`config.mk`:
```
export PLATFORM = sky130hd
export DESIGN_NAME = write_back_lsu_stage
export DESIGN_NICKNAME = d
export VERILOG_FILES = /design/src/rtl/write_back_lsu_stage_pkg.sv /design/src/rtl/write_back_lsu_stage_load_align_ext.sv /design/src/rtl/write_back_lsu_stage.sv
export SDC_FILE = /design/constraint.sdc
export NUM_CORES = 1
export LEC_CHECK = 0
export BUFFER_PORTS_ARGS = -buffer_cell sky130_fd_sc_hd__buf_2
export CORE_MARGIN = 2
export CORE_UTILIZATION = 38
export DETAILED_ROUTE_END_ITERATION = 10
export GPL_TIMING_DRIVEN = 1
export PLACE_DENSITY = 0.79
export SLEW_MARGIN = 20
export SYNTH_ARGS = -nofsm -noshare
export SYNTH_HDL_FRONTEND = slang
export SYNTH_HIERARCHICAL = 1
export SYNTH_SLANG_ARGS = --single-unit
```
`constraint.sdc`:
```
create_clock -name clk -period 2.4 [get_ports clk]
set_input_delay 0.48 -clock clk [delete_from_list [all_inputs] [get_ports clk]]
set_output_delay 0.48 -clock clk [all_outputs]
set_load 0.01 [all_outputs]
```
`src/rtl/write_back_lsu_stage_pkg.sv`:
```
// Shared state, code and holding-register definitions for the writeback / load stage.
package write_back_pkg;

  typedef enum logic [1:0] {
    IDLE,
    HOLD,
    WAIT
  } wb_state_e;

  localparam logic [1:0] WB_BYTE = 2'b00;
  localparam logic [1:0] WB_HALF = 2'b01;
  localparam logic [1:0] WB_WORD = 2'b10;
  localparam logic [1:0] WB_DBL  = 2'b11;

  localparam logic [1:0] EXC_MISAL  = 2'b01;
  localparam logic [1:0] EXC_TMO    = 2'b10;
  localparam logic [1:0] EXC_BUSERR = 2'b11;

  localparam int RSLT_W = 64;

  // Sized for the widest configuration; RV32 simply ignores the upper half.
  typedef struct packed {
    logic [4:0]        rd;
    logic [RSLT_W-1:0] result;
    logic              load;
    logic [2:0]        addr;
    logic [1:0]        width;
    logic              isUnsigned;
    logic              fault;
  } hold_reg_t;

  // Doubleword access has no legal encoding without RV64.
  function automatic logic misaligned(input logic [2:0] addr, input logic [1:0] width,
                                      input logic rv64);
    logic bad;
    case (width)
      WB_HALF: bad = addr[0];
      WB_WORD: bad = |addr[1:0];
      WB_DBL:  bad = !rv64 || (|addr);
      default: bad = 1'b0;
    endcase
    return bad;
  endfunction

endpackage

```
`src/rtl/write_back_lsu_stage_load_align_ext.sv`:
```
// Selects the addressed byte lane of a load response and sign/zero-extends it to XLEN.
module load_align_ext #(
  parameter  int RV64 = 0,
  localparam int XLEN = 32 * (1 + RV64),
  localparam int AW   = 2 + RV64
) (
  input  logic [XLEN-1:0] i_dat,
  input  logic [AW-1:0]   i_addr,
  input  logic [1:0]      i_width,
  input  logic            i_unsigned,
  output logic [XLEN-1:0] o_dat
);
  import write_back_pkg::*;

  logic [XLEN-1:0] w_lane;

  assign w_lane = i_dat >> {i_addr, 3'b000};

  // A full-width field passes through, which also makes iUnsigned a no-op there.
  always_comb begin
    o_dat = w_lane;
    case (i_width)
      WB_BYTE: begin
        if (i_unsigned) o_dat = XLEN'(w_lane[7:0]);
        else            o_dat = XLEN'($signed(w_lane[7:0]));
      end
      WB_HALF: begin
        if (i_unsigned) o_dat = XLEN'(w_lane[15:0]);
        else            o_dat = XLEN'($signed(w_lane[15:0]));
      end
      WB_WORD: begin
        if (i_unsigned) o_dat = XLEN'(w_lane[31:0]);
        else            o_dat = XLEN'($signed(w_lane[31:0]));
      end
      default: o_dat = w_lane;
    endcase
  end

endmodule

```
`src/rtl/write_back_lsu_stage.sv`:
```
// Writeback stage with a load-response wait state, alignment, fault detection and forwarding.
module write_back_lsu_stage #(
  parameter  int RV64        = 0,
  parameter  int TIMEOUT_CYC = 255,
  localparam int XLEN        = 32 * (1 + RV64),
  localparam int AW          = 2 + RV64
) (
  input  logic            clk,
  input  logic            rst,
  input  logic            iVld,
  output logic            oRdy,
  input  logic [4:0]      iRd,
  input  logic [XLEN-1:0] iIntRslt,
  input  logic            iLoad,
  input  logic [AW-1:0]   iMemAddr,
  input  logic [1:0]      iMemWidth,
  input  logic            iUnsigned,
  input  logic            iMemVld,
  input  logic            iMemErr,
  input  logic [XLEN-1:0] iMemDat,
  output logic            oWbVld,
  output logic [4:0]      oWbRd,
  output logic [XLEN-1:0] oWbDat,
  output logic            oFwdVld,
  output logic [4:0]      oFwdRd,
  output logic [XLEN-1:0] oFwdDat,
  output logic            oFwdPend,
  output logic [4:0]      oFwdPendRd,
  output logic            oExcVld,
  output logic [1:0]      oExcCause
);
  import write_back_pkg::*;

  wb_state_e       r_state;
  wb_state_e       w_nextState;
  hold_reg_t       r_hold;
  logic [15:0]     r_cnt;
  logic            w_accept;
  logic            w_tmoHit;
  logic            w_misal;
  logic [2:0]      w_addrIn;
  logic [XLEN-1:0] w_ldDat;
  logic            w_unused;

  assign w_addrIn = 3'(iMemAddr);
  assign w_misal  = iLoad && misaligned(w_addrIn, iMemWidth, RV64 != 0);
  assign w_tmoHit = (r_cnt == 16'(TIMEOUT_CYC - 1));
  assign oRdy     = (r_state != WAIT) || iMemVld || w_tmoHit;
  assign w_accept = iVld && oRdy;
  assign w_unused = ^{r_hold.result, r_hold.addr, r_hold.load};

  load_align_ext #(.RV64(RV64)) u_align (
    .i_dat      (iMemDat),
    .i_addr     (r_hold.addr[AW-1:0]),
    .i_width    (r_hold.width),
    .i_unsigned (r_hold.isUnsigned),
    .o_dat      (w_ldDat)
  );

  always_ff @(posedge clk or posedge rst) begin
    if (rst) begin
      r_state <= IDLE;
      r_hold  <= '0;
      r_cnt   <= '0;
    end else begin
      r_state <= w_nextState;
      if (w_accept) begin
        r_hold <= '{rd: iRd, result: RSLT_W'(iIntRslt), load: iLoad, addr: w_addrIn,
                    width: iMemWidth, isUnsigned: iUnsigned, fault: w_misal};
        r_cnt  <= '0;
      end else if (r_state == WAIT) begin
        r_cnt <= r_cnt + 16'd1;
      end
    end
  end

  // A response in the timeout cycle is checked first so it wins over the timeout.
  always_comb begin
    w_nextState = r_state;
    oWbVld      = 1'b0;
    oWbRd       = '0;
    oWbDat      = '0;
    oFwdPend    = 1'b0;
    oFwdPendRd  = '0;
    oExcVld     = 1'b0;
    oExcCause   = '0;
    case (r_state)
      HOLD: begin
        if (r_hold.fault) begin
          oExcVld   = 1'b1;
          oExcCause = EXC_MISAL;
        end else begin
          oWbVld = |r_hold.rd;
          oWbRd  = r_hold.rd;
          oWbDat = r_hold.result[XLEN-1:0];
        end
        w_nextState = IDLE;
      end
      WAIT: begin
        oFwdPend   = 1'b1;
        oFwdPendRd = r_hold.rd;
        if (iMemVld) begin
          if (iMemErr) begin
            oExcVld   = 1'b1;
            oExcCause = EXC_BUSERR;
          end else begin
            oWbVld = |r_hold.rd;
            oWbRd  = r_hold.rd;
            oWbDat = w_ldDat;
          end
          w_nextState = IDLE;
        end else if (w_tmoHit) begin
          oExcVld     = 1'b1;
          oExcCause   = EXC_TMO;
          w_nextState = IDLE;
        end
      end
      default: ;
    endcase
    if (w_accept) w_nextState = (iLoad && !w_misal) ? WAIT : HOLD;
  end

  assign oFwdVld = oWbVld;
  assign oFwdRd  = oWbRd;
  assign oFwdDat = oWbDat;

endmodule
```
-- Yosys cells after proc, flatten, opt, wreduce, memory -nomap -nowiden
Index checks and enable logic that the tools add are counted.
- bits of input ports: 80
- bits in registers: 61
- output and inout bits: 86
- logic and storage cells: 66
- equal/unequal tests: 9
- mux-type cells: 35
- reductions and logical operators: 12
- $add $sub $neg: 1
- shift operators: 1
- operator list (kind ; number):
    $mux 32 ; 5
    $pmux 32 s2 ; 2
    $mux 16 ; 2
    $shr 32x5->32 ; 1
    $mux 5 ; 4
    $add 16x1->16 const B ; 1
    $eq 16x8->1 const B ; 1
    $mux 2 ; 7
    $pmux 5 s2 ; 1
    $mux 1 ; 9
    $pmux 2 s2 ; 2
    $eq 2x1->1 const B ; 3
    $eq 2x2->1 const B ; 3
    $reduce_or 5->1 ; 1
    $ne 4x4->1 const B ; 1
    $pmux 1 s2 ; 2
    $logic_and 1x1->1 ; 3
    $pmux 1 s3 ; 1
    $reduce_bool 3->1 ; 1
    $logic_not 2->1 ; 1
    $logic_or 1x1->1 ; 2
    $ne 2x2->1 const B ; 1
    $reduce_and 2->1 ; 1
    $reduce_bool 2->1 ; 1
    other kinds (2) ; 2

-- Depth between registers and ports, before layout
- depth in word-level cells: 7
- mapped depth: 9
- gate-level depth less buffers: 6

-- Cells and area by module
Netlist, hierarchy kept.
- modules (own cells, without submodules) (module ; sequential area each (µm²) ; times used ; cells each ; area an instance (µm²)):
    write_back_lsu_stage ; 1526.5 ; 1 ; 335 ; 3553.4
    load_align_ext ; 0.0 ; 1 ; 103 ; 768.2

-- Least setup slack after synthesis
No wires, ideal clock.
- path kind: register -> output
- from: reg r_cnt[0]
- to: out oExcVld
- cell stages (with the launch flop): 7
- path buffers: 0
- required time: 1920 ps
- arrival: 2046 ps
- setup slack: -126 ps
- cell sequence: dfrtp_1 -> inv_1 -> ha_1 -> or4b_4 -> nor4_1 -> nand2b_1 -> a311oi_1
- longest elaborated chain between the ends: 4
- RTL lines (what ; RTL line ; text):
    start: declaration ; write_back_lsu_stage.sv:37 ; logic [15:0] r_cnt;
    start signal: assignment ; write_back_lsu_stage.sv:72 ; r_cnt <= r_cnt + 16'd1;
    $eq 16x8->1 ; write_back_lsu_stage.sv:47 ; assign w_tmoHit = (r_cnt == 16'(TIMEOUT_CYC - 1));
    $mux 1 ; write_back_lsu_stage.sv:112 ; end else if (w_tmoHit) begin
    $mux 1 ; write_back_lsu_stage.sv:102 ; if (iMemVld) begin
    $pmux 1 s2 ; write_back_lsu_stage.sv:87 ; case (r_state)
    end: declaration ; write_back_lsu_stage.sv:29 ; output logic oExcVld,
No other way between the ends.

-- Worst setup path after layout
- from: reg r_hold[5] (netlist name)
- to: out oWbDat[19]
- longest elaborated chain between the ends: 6
- elaborated cells between the ends (all ways): 7
- those cells by class: shift (1); mux (6)
- RTL lines (what ; RTL line ; text):
    start: declaration ; write_back_lsu_stage.sv:36 ; hold_reg_t r_hold;
    start signal: assignment ; write_back_lsu_stage.sv:68 ; r_hold <= '{rd: iRd, result: RSLT_W'(iIntRslt), load: iLoad, addr: w_addrIn,
    $shr 32x5->32 (*) ; write_back_lsu_stage_load_align_ext.sv:17 ; assign w_lane = i_dat >> {i_addr, 3'b000};
    $mux 32 (on tied branches) ; write_back_lsu_stage_load_align_ext.sv:28, write_back_lsu_stage_load_align_ext.sv:24 ;
    $pmux 32 s2 (*) ; write_back_lsu_stage_load_align_ext.sv:22 ; case (i_width)
    named net w_ldDat[19] ; write_back_lsu_stage.sv:42 ; logic [XLEN-1:0] w_ldDat;
    $mux 32 (*) ; write_back_lsu_stage.sv:103 ; if (iMemErr) begin
    $mux 32 (*) ; write_back_lsu_stage.sv:102 ;
    $pmux 32 s2 (*) ; write_back_lsu_stage.sv:87 ;
    end: declaration ; write_back_lsu_stage.sv:23 ; output logic [XLEN-1:0] oWbDat,
The timed path passes the listed nets; every way through them passes the cells marked *.

==> metrics.md <==
| Metric | Value |
|---|---|
| Status | `finished with violations` |
| Failing checks | `negative setup slack` |
| Post-DP HPWL | `9.38 mm` |
| Startpoint types | `flop` |
| Setup crit end kind | `output port` |
| Layout cell share with drive strength beyond 1 | `58.4%` |
| P&R area growth vs syn | `44.5%` |
| Yosys top cell area share | `35.3%` |
| Critical Path RT | `1920 ps` |
| Commonest non-fill, non-tap cell in the layout | `buf_2` |
| Most frequent cells in the layout | `buf_2, dfrtp_1, nor2_1` |
| TritonCTS clock tree | `built` |
| Clock root buffer | `clkbuf_16` |
| FMAX | `390 MHz` |
| GP Congestion | `0.925` |
| Register area share after synthesis | `35.3%` |
| Area leader, netlist | `dfrtp_1` |
| Max-cap violations | `0` |
| Total power | `4.08 mW` |
| Avg Cell Area, Syn | `9.87 um2` |
| Total GRT Usage | `20.9%` |
| Wire length on met1 | `5.78 mm` |
| Met2 WL | `6.81 mm` |
| DR vias | `4,063` |
| CTS buffer count | `9` |
| R2r worst-path depth | `8` |
| DR WL/cell | `18.6 um` |
| Worst IR Drop VDD | `0.335 mV` |
| Initial Utilization | `39.3%` |
| Pre-CTS WS | `-17.0 ps` |
| Critical-path maximum fanout | `6` |
| Vias in the first global route | `3,989` |
| Congestion Overflow GR | `0` |
| Yosys warning total | `6` |
| Final worst path period share | `107%` |
| Slew @ Worst Pin | `693 ps` |
| CTS Buffer Depth | `2` |
| NumNets Final | `683` |
| FF-to-FF Start | `r_cnt[0]` |
| DRC violations left | `0` |
| RSZ-0062 raised after global routing | `true` |
| Met3 WL | `994 um` |
| Top sig layer | `met4` |
| Cell row count | `38` |
| # H-tree levels | `3` |
| Fin Setup TNS | `-6360 ps` |
| Fill cell count | `904` |
| R2R setup slack | `-100 ps` |
| Distinct cells, synth | `52` |
| Period minus WS final | `2560 ps` |
| Clock latency on the worst-skew pair | `330 ps` |
| DR vias/cell | `5.46` |
| Hold WC Path Type | `in -> async` |
| Port Buffers | `165` |
| Ant diodes | `0` |
| Synthesized cell area | `4320 um2` |
| Initial DRT Pass Iterations | `4` |
| Sink Count | `61` |
| Full die area | `12,200 um2` |
| Worst setup margin | `-162 ps` |
| EDFF count, synth | `0` |
| Die outline height | `111 um` |
| Seq cells post-synth | `61` |
| Pleak | `2.92 nW` |
| Post-synth net total | `522` |
| Largest net degree at the start of global routing | `42` |
| I/O Pins | `166` |
| Core region area | `11,000 um2` |
| Clock transition at the registers of the reported paths | `50 ps` |
| Synth area leaders | `dfrtp_1, mux2_4, buf_4` |
| Ys flop type | `dfrtp_1` |
| Hold Violations, Final | `0` |
| Max-slew headroom | `53.7%` |
| PwrDens | `653 nW/um2` |
| Seq. cell area | `1530 um2` |
| ANT nets after route | `0` |
| Share of flip-flops with an asynchronous set or reset | `100%` |
| First-pass GRT wire length | `20.8 mm` |
| Die width | `111 um` |
| RR Endpoint | `r_hold[17]` |
| Arrival @ worst endpoint | `2080 ps` |
| Initial antenna violation count | `0` |
| Synthesized instance count | `438` |
| Crit Path Class | `reg -> out` |
| Pins Over Slew Limit | `0` |
| Total Wirelength | `13.9 mm` |
| Final setup violation count | `71` |
| Multi-input logic area | `2700 um2` |
| Detailed Route Iter0 Violations | `274` |
| Clk_skew | `4.70 ps` |
-- final cells by class --
cell class	count	area share, %
tap	140	2.81
clock inverter	3	1.04
sequential	61	24.5
inverter	7	0.421
timing repair buffer	217	23.5
clock buffer	13	4.49
multi-input combinational	303	43.2
-- how the worst max path moves through the flow --
stage	from	endpoint	slack (ps)	cells after the start
CTS	r_hold[5]	oFwdDat[14]	-160	7
global placement	r_cnt[0]	oExcVld	7	7
global route	r_hold[5]	oWbDat[19]	-240	7
detailed placement	r_cnt[0]	oExcVld	-20	7
floorplan	r_state[0]	oWbDat[0]	-50	9
finish	r_hold[5]	oWbDat[19]	-160	7
-- logic make-up after synthesis --
logic type	share of synthesized area, %
adder cells (fa/ha/maj)	1.16
AND/OR/NAND/NOR	15.1
AO/OA/AOI/OAI	16.2
flip-flops	35.3
multiplexers	17.6
XOR/XNOR	3.04
buffers and inverters	11.6
-- per-stage QoR --
step	hold slack [ps]	area [um2]	utilization [%]	std cells
floorplan	459	4330	-	438
global placement	471	5130	46.7	703
detailed placement	483	5130	46.7	703
CTS	181	5750	52.4	725
global route	216	6240	56.8	744
finish	176	6240	56.8	744
-- power by group --
group          switching [mW]  internal [mW]
clock network           0.450           1.02
registers              0.0810           1.12
logic                   0.711          0.689
-- sequential cells by signal (all words and copies together) (netlist names) --
signal	flops
r_state	2
r_cnt	16
r_hold	43
-- per-layer routing --
| metal | vias up | track usage [%] |
|---|---|---|
| met3 | 27 | 3.79 |
| met4 | 0 | 7.17 |
| met5 | - | 0 |
| met1 | 1984 | 27.8 |
| li1 | 1858 | - |
| met2 | 194 | 34.4 |
-- critical path, stage by stage (launching register included) --
cell and delay [ps]:
dfrtp_2 450, mux2_4 350, o221ai_4 260, buf_6 200, o22ai_2 80, a22oi_1 190
nor2_1 80, buf_2 140
-- repair_timing --
action / in CTS / in global routing
pin swaps: 29 / 37
buffers inserted: 3 / 17
gates resized for setup: 35 / 59
hold buffers: 0 / 0
gates cloned: 4 / 3
endpoints found under the setup margin: 89 / 122
-- synthesized netlist by cell type (all sizes together) (2+ instances only) --
cell type,count
nor2b,11
a22oi,32
and2,10
mux2i,16
xnor2,11
clkbuf,15
or4,2
mux2,46
nand4,6
nor4,5
or2,9
a21oi,27
nor3,5
o22ai,8
o2bb2ai,9
nor2,56
nand3,4
inv,7
nand2b,4
nand2,9
ha,4
buf,52
xor2,4
a211oi,8
dfrtp,61
o21ai,2
Note: power is estimated with default switching activity, not from simulation.
